===== config.mk =====
export PLATFORM = sky130hd
export DESIGN_NAME = sc_stream_ctrl
export DESIGN_NICKNAME = d
export VERILOG_FILES = /design/src/rtl/sc_stream_ctrl.sv
export SDC_FILE = /design/constraint.sdc
export NUM_CORES = 1
export LEC_CHECK = 0
export CORE_MARGIN = 2
export CORE_UTILIZATION = 35
export CTS_BUF_LIST = sky130_fd_sc_hd__clkbuf_8
export DETAILED_ROUTE_END_ITERATION = 16
export PLACE_DENSITY = 0.69
export SYNTH_ARGS = -nofsm -noshare
export SYNTH_HDL_FRONTEND = slang
export SYNTH_SLANG_ARGS = --single-unit

===== constraint.sdc =====
create_clock -name clk -period 1.7 [get_ports clk]
set_clock_uncertainty 0.1 [all_clocks]
set_input_delay 0.34 -clock clk [delete_from_list [all_inputs] [get_ports clk]]
set_output_delay 0.34 -clock clk [all_outputs]
set_load 0.005 [all_outputs]

===== src/rtl/sc_stream_ctrl.sv =====
// Run controller for one stochastic-computing evaluation window: drives the
// added-zero LFSR generators for a full period and counts ones in the returned bitstream.
module sc_stream_ctrl #(
    parameter int N        = 8,
    parameter int PIPE_LAT = 1
) (
    input  logic         clk,
    input  logic         reset,
    input  logic         start,
    input  logic         abort,
    input  logic [N-1:0] seed_in,
    input  logic         sc_bit,
    output logic [N-1:0] seed,
    output logic         restart,
    output logic         enable,
    output logic         busy,
    output logic         done,
    output logic [N:0]   result,
    output logic         result_valid
);

    typedef enum logic [2:0] {
        IDLE  = 3'd0,
        LOAD  = 3'd1,
        RUN   = 3'd2,
        DRAIN = 3'd3,
        DONE  = 3'd4
    } state_t;

    // A zero-latency datapath still gets a one-bit delay line so the vector is never empty.
    localparam int         DW         = (PIPE_LAT > 0) ? PIPE_LAT : 1;
    localparam logic [2:0] DRAIN_LAST = 3'(DW - 1);
    localparam logic [2:0] DRAIN_ONE  = 3'd1;
    localparam logic [N-1:0] WIN_LAST = {N{1'b1}};
    localparam logic [N-1:0] WIN_ONE  = {{(N-1){1'b0}}, 1'b1};
    localparam logic [N:0]   ACC_ONE  = {{N{1'b0}}, 1'b1};

    state_t         state_q, state_d;
    logic [N-1:0]   seed_q, seed_d;
    logic           restart_q, restart_d;
    logic           enable_q, enable_d;
    logic           busy_q, busy_d;
    logic           done_q, done_d;
    logic [N:0]     result_q, result_d;
    logic           result_valid_q, result_valid_d;
    logic [N-1:0]   win_cnt_q, win_cnt_d;
    logic [2:0]     drain_cnt_q, drain_cnt_d;
    logic [N:0]     acc_q, acc_d;
    logic [DW-1:0]  en_pipe_q, en_pipe_d;
    logic           sample_en;
    logic           in_window;

    always_comb begin
        state_d        = state_q;
        seed_d         = seed_q;
        result_d       = result_q;
        result_valid_d = result_valid_q;
        win_cnt_d      = win_cnt_q;
        drain_cnt_d    = drain_cnt_q;
        acc_d          = acc_q;

        // sc_bit lines up with enable delayed by the datapath latency.
        en_pipe_d = (en_pipe_q << 1) | DW'(enable_q);
        sample_en = (PIPE_LAT == 0) ? enable_q : en_pipe_q[DW-1];
        in_window = (state_q == RUN) || (state_q == DRAIN);

        if (in_window && sample_en && sc_bit) begin
            acc_d = acc_q + ACC_ONE;
        end

        case (state_q)
            IDLE: begin
                if (start && !abort) begin
                    state_d        = LOAD;
                    seed_d         = seed_in;
                    result_valid_d = 1'b0;
                end
            end
            LOAD: begin
                win_cnt_d   = '0;
                drain_cnt_d = '0;
                acc_d       = '0;
                state_d     = RUN;
            end
            RUN: begin
                win_cnt_d = win_cnt_q + WIN_ONE;
                if (win_cnt_q == WIN_LAST) begin
                    state_d = (PIPE_LAT > 0) ? DRAIN : DONE;
                end
            end
            DRAIN: begin
                drain_cnt_d = drain_cnt_q + DRAIN_ONE;
                if (drain_cnt_q == DRAIN_LAST) begin
                    state_d = DONE;
                end
            end
            DONE: begin
                state_d = IDLE;
            end
            default: begin
                state_d = IDLE;
            end
        endcase

        if (abort && (state_q == LOAD || state_q == RUN || state_q == DRAIN)) begin
            state_d = IDLE;
        end

        // The last sample lands on the same edge that enters DONE, so publish acc_d.
        if (state_d == DONE) begin
            result_d       = acc_d;
            result_valid_d = 1'b1;
        end

        restart_d = (state_d == LOAD);
        enable_d  = (state_d == RUN);
        busy_d    = (state_d != IDLE);
        done_d    = (state_d == DONE);
    end

    always_ff @(posedge clk or negedge reset) begin
        if (!reset) begin
            state_q        <= IDLE;
            seed_q         <= '0;
            restart_q      <= 1'b0;
            enable_q       <= 1'b0;
            busy_q         <= 1'b0;
            done_q         <= 1'b0;
            result_q       <= '0;
            result_valid_q <= 1'b0;
            win_cnt_q      <= '0;
            drain_cnt_q    <= '0;
            acc_q          <= '0;
            en_pipe_q      <= '0;
        end else begin
            state_q        <= state_d;
            seed_q         <= seed_d;
            restart_q      <= restart_d;
            enable_q       <= enable_d;
            busy_q         <= busy_d;
            done_q         <= done_d;
            result_q       <= result_d;
            result_valid_q <= result_valid_d;
            win_cnt_q      <= win_cnt_d;
            drain_cnt_q    <= drain_cnt_d;
            acc_q          <= acc_d;
            en_pipe_q      <= en_pipe_d;
        end
    end

    assign seed         = seed_q;
    assign restart      = restart_q;
    assign enable       = enable_q;
    assign busy         = busy_q;
    assign done         = done_q;
    assign result       = result_q;
    assign result_valid = result_valid_q;

endmodule


==> results.toml <==
[setup_path]
cp_max_fo = 3
startpoint_type = "flop"
crit_path_max_incr_delay_ps = 490
crit_type = "flop to flop"
end_kind = "flop"
required_ps = 1840
critPathSlowestCell = "or4_4"
path_cells = "inv_1 > ha_1 > nor2b_4 > or3b_4 > or4_4 > nand3_2"
crit_arrival_ps = 2030

[sta]
fin_ws_ps = -192
max_slew_margin_pct = 73.3
timing_hold_violations_final = 0
whs_ps = 298
min_period_ps = 1890
rsz0062_at_grt = "true"
setup_viol = 9
max_freq_ghz = 0.529
maxSlewViolCount = 0
finalCritPeriodShare_pct = 111
setup_tns_ps = -998
tightest_slew_ps = 397

[power]
vdd_drop_max_v = 0.000622
powerDensity_nw_per_um2 = 970
p_total_mw = 2.72
p_leak_nw = 1.29

[worst_hold_path]
hold_path.class = "flop to flop"

[clocking]
root_buffer = "clkbuf_8"
cts_buffer_depth = 2
cts.sinks = 46
insertion_delay_ps = 300
tritoncts = "built"
htree_levels = 2
clkTransAtPathRegs_ps = 80
numCtsBuffers = 5

[place]
dpl.cell_count = 308
dp.final_hpwl_um = 2750
numPortBuffers = 34
place_area_um2 = 2580
gp_congestion = 0.762
pre_cts_ws_ps = -276

[job]
maxCapViolCount = 0

[floorplan]
core_um2 = 5510
ios = 35
die_x_um = 79.5
dieArea_um2 = 6320
initial_core_util_pct = 36.2
rows = 27
fp.dieH_um = 79.5

[global_routing]
grt_max_degree = 47
top_usage_layer = "met2"
met2_usage_pct = 23.2
grt-ovfl-total = 0
grt_pass1_wl_um = 6870
antenna_found_initial = 0
met3_usage_pct = 4.07
grt_pass1_vias = 1607
grt.total_usage_pct = 14.1
grtUsageMet1_pct = 17.2

[status]
violations = "setup timing"
status = "finished, violations left"

[synthesis]
ys_seq_elements = 46
synth_area_leader_cell = "dfrtp_1"
synth_top_cell_area_share_pct = 57.7
synthCells = 185
synth_area_um2 = 2000
ys_types = 37
ys_seq_area_share_pct = 57.7
syn_nets = 202
ys_top_cells_by_count = "dfrtp_1, nand2_1, o21ai_0"
ys_warn_count = 0
synth_most_common_cell = "dfrtp_1"
synthFlopType = "dfrtp_1"
synth_edf_count = 0
ys_top_cells_by_area = "dfrtp_1, mux2_2, o21ai_0, nand2_1, nor2_1"
avgSynthCellArea_um2 = 10.8
async_flop_share_pct = 100

[drt]
drt_wl_total_um = 4110
vias = 1534
vias_per_cell = 4.81
drtIter0Drc = 62
drc = 0
drtPass1Iterations = 4
wl_per_cell_um = 12.9
detail-route-antenna-nets = 0

[cells_and_area]
fill_cells = 472
drive_gt1_share_pct = 23.5
instances_no_fill = 319
antenna_cells_inserted = 0
fin_area_um2 = 2810
fin_util_pct = 51.0
nNetsFinal = 263
area_growth_pct = 40.6
worst max-delay path: cells and delay by family, from the launching register on:
family        cells  cell delay [ps]
flops             1              390
fa+ha+maj         1              140
buf+inv           1               60
simple gates      4             1140
flip-flops by register name, summed over array words and instances, names as in the netlist:
register and count:
done 1, drain_cnt_q 3, busy 1, en_pipe_q 1, restart 1, seed 8, state_q 3, result_valid 1
acc_q 9, enable 1, win_cnt_q 8, result 9
area by class of cell:
type | count | area, µm² | share of cell area [%]
Clock buffer | 6 | 82.6 | 2.94
Timing Repair Buffer | 59 | 542 | 19.3
Tap cell | 72 | 90.1 | 3.21
Multi-Input combinational cell | 127 | 855 | 30.5
Sequential cell | 46 | 1150 | 41.0
Clock inverter | 2 | 60.1 | 2.14
Inverter | 7 | 26.3 | 0.936
metal layers:
metal / wire length, µm / share of wire, %
met5: 0 / 0
met2: 1920 / 47
met1: 1900 / 46
met4: 80 / 1.9
met3: 206 / 5.0
cell families (layout without fill, tap and decap cells):
logic type / count (synthesis) / after routing / share of synthesized area (%)
fa+ha+maj: 4 / 4 / 2.51
flops: 46 / 46 / 57.7
xor+xnor: 6 / 6 / 2.63
buf+inv: 12 / 74 / 2.45
simple gates: 75 / 75 / 19.3
mux: 14 / 14 / 7.65
compound gates: 28 / 28 / 7.77
report_power, final:
group          internal, mW  total [mW]  switching, mW
sequential             1.19        1.26         0.0664
clock                 0.627        1.00          0.374
combinational         0.280       0.461          0.181
final timing paths:
path | startpoint | end | slack (ps) | depth (start not counted)
max | drain_cnt_q[0]$_DFFE_PN0P_ | result[8]$_DFFE_PN0P_ | -190 | 6
min | enable$_DFF_PN0_ | en_pipe_q$_DFF_PN0_ | 300 | 0
max reg2reg | drain_cnt_q[0]$_DFFE_PN0P_ | result[8]$_DFFE_PN0P_ | -190 | 6
min reg2reg | enable$_DFF_PN0_ | en_pipe_q$_DFF_PN0_ | 300 | 0
max in group asynchronous | reset | drain_cnt_q[1]$_DFFE_PN0P_ | 840 | 3
min in group asynchronous | reset | result[7]$_DFFE_PN0P_ | 440 | 3
cells in the final DEF, fill, tap and decap left out, types with 2 or more instances in the layout:
master	netlist	layout
nor3_2	0	2
a211oi_1	2	2
and3_1	3	3
dfrtp_1	46	46
nand2_1	24	24
nand4_1	2	2
or2_2	2	2
nor2_1	16	15
clkdlybuf4s50_1	0	33
buf_4	0	22
nand2b_1	2	2
nor4_1	3	2
xnor2_1	4	4
a21oi_1	5	5
or3b_4	0	2
clkbuf_8	0	6
bufinv_16	0	2
inv_1	7	7
mux2_2	10	10
xor2_1	2	2
ha_1	4	4
nor3b_2	1	2
mux2i_1	4	4
nand3_2	0	2
o21ai_1	0	2
o21ai_0	18	16
nand3_1	7	5
timing repair:
action,in CTS,in global routing
setup buffers,1,1
setup endpoints to repair,9,24
pin swaps,0,1
hold buffers,1,0
endpoints found under the hold margin,46,0
gates resized for setup,5,9
(Power assumes the default switching activity.)
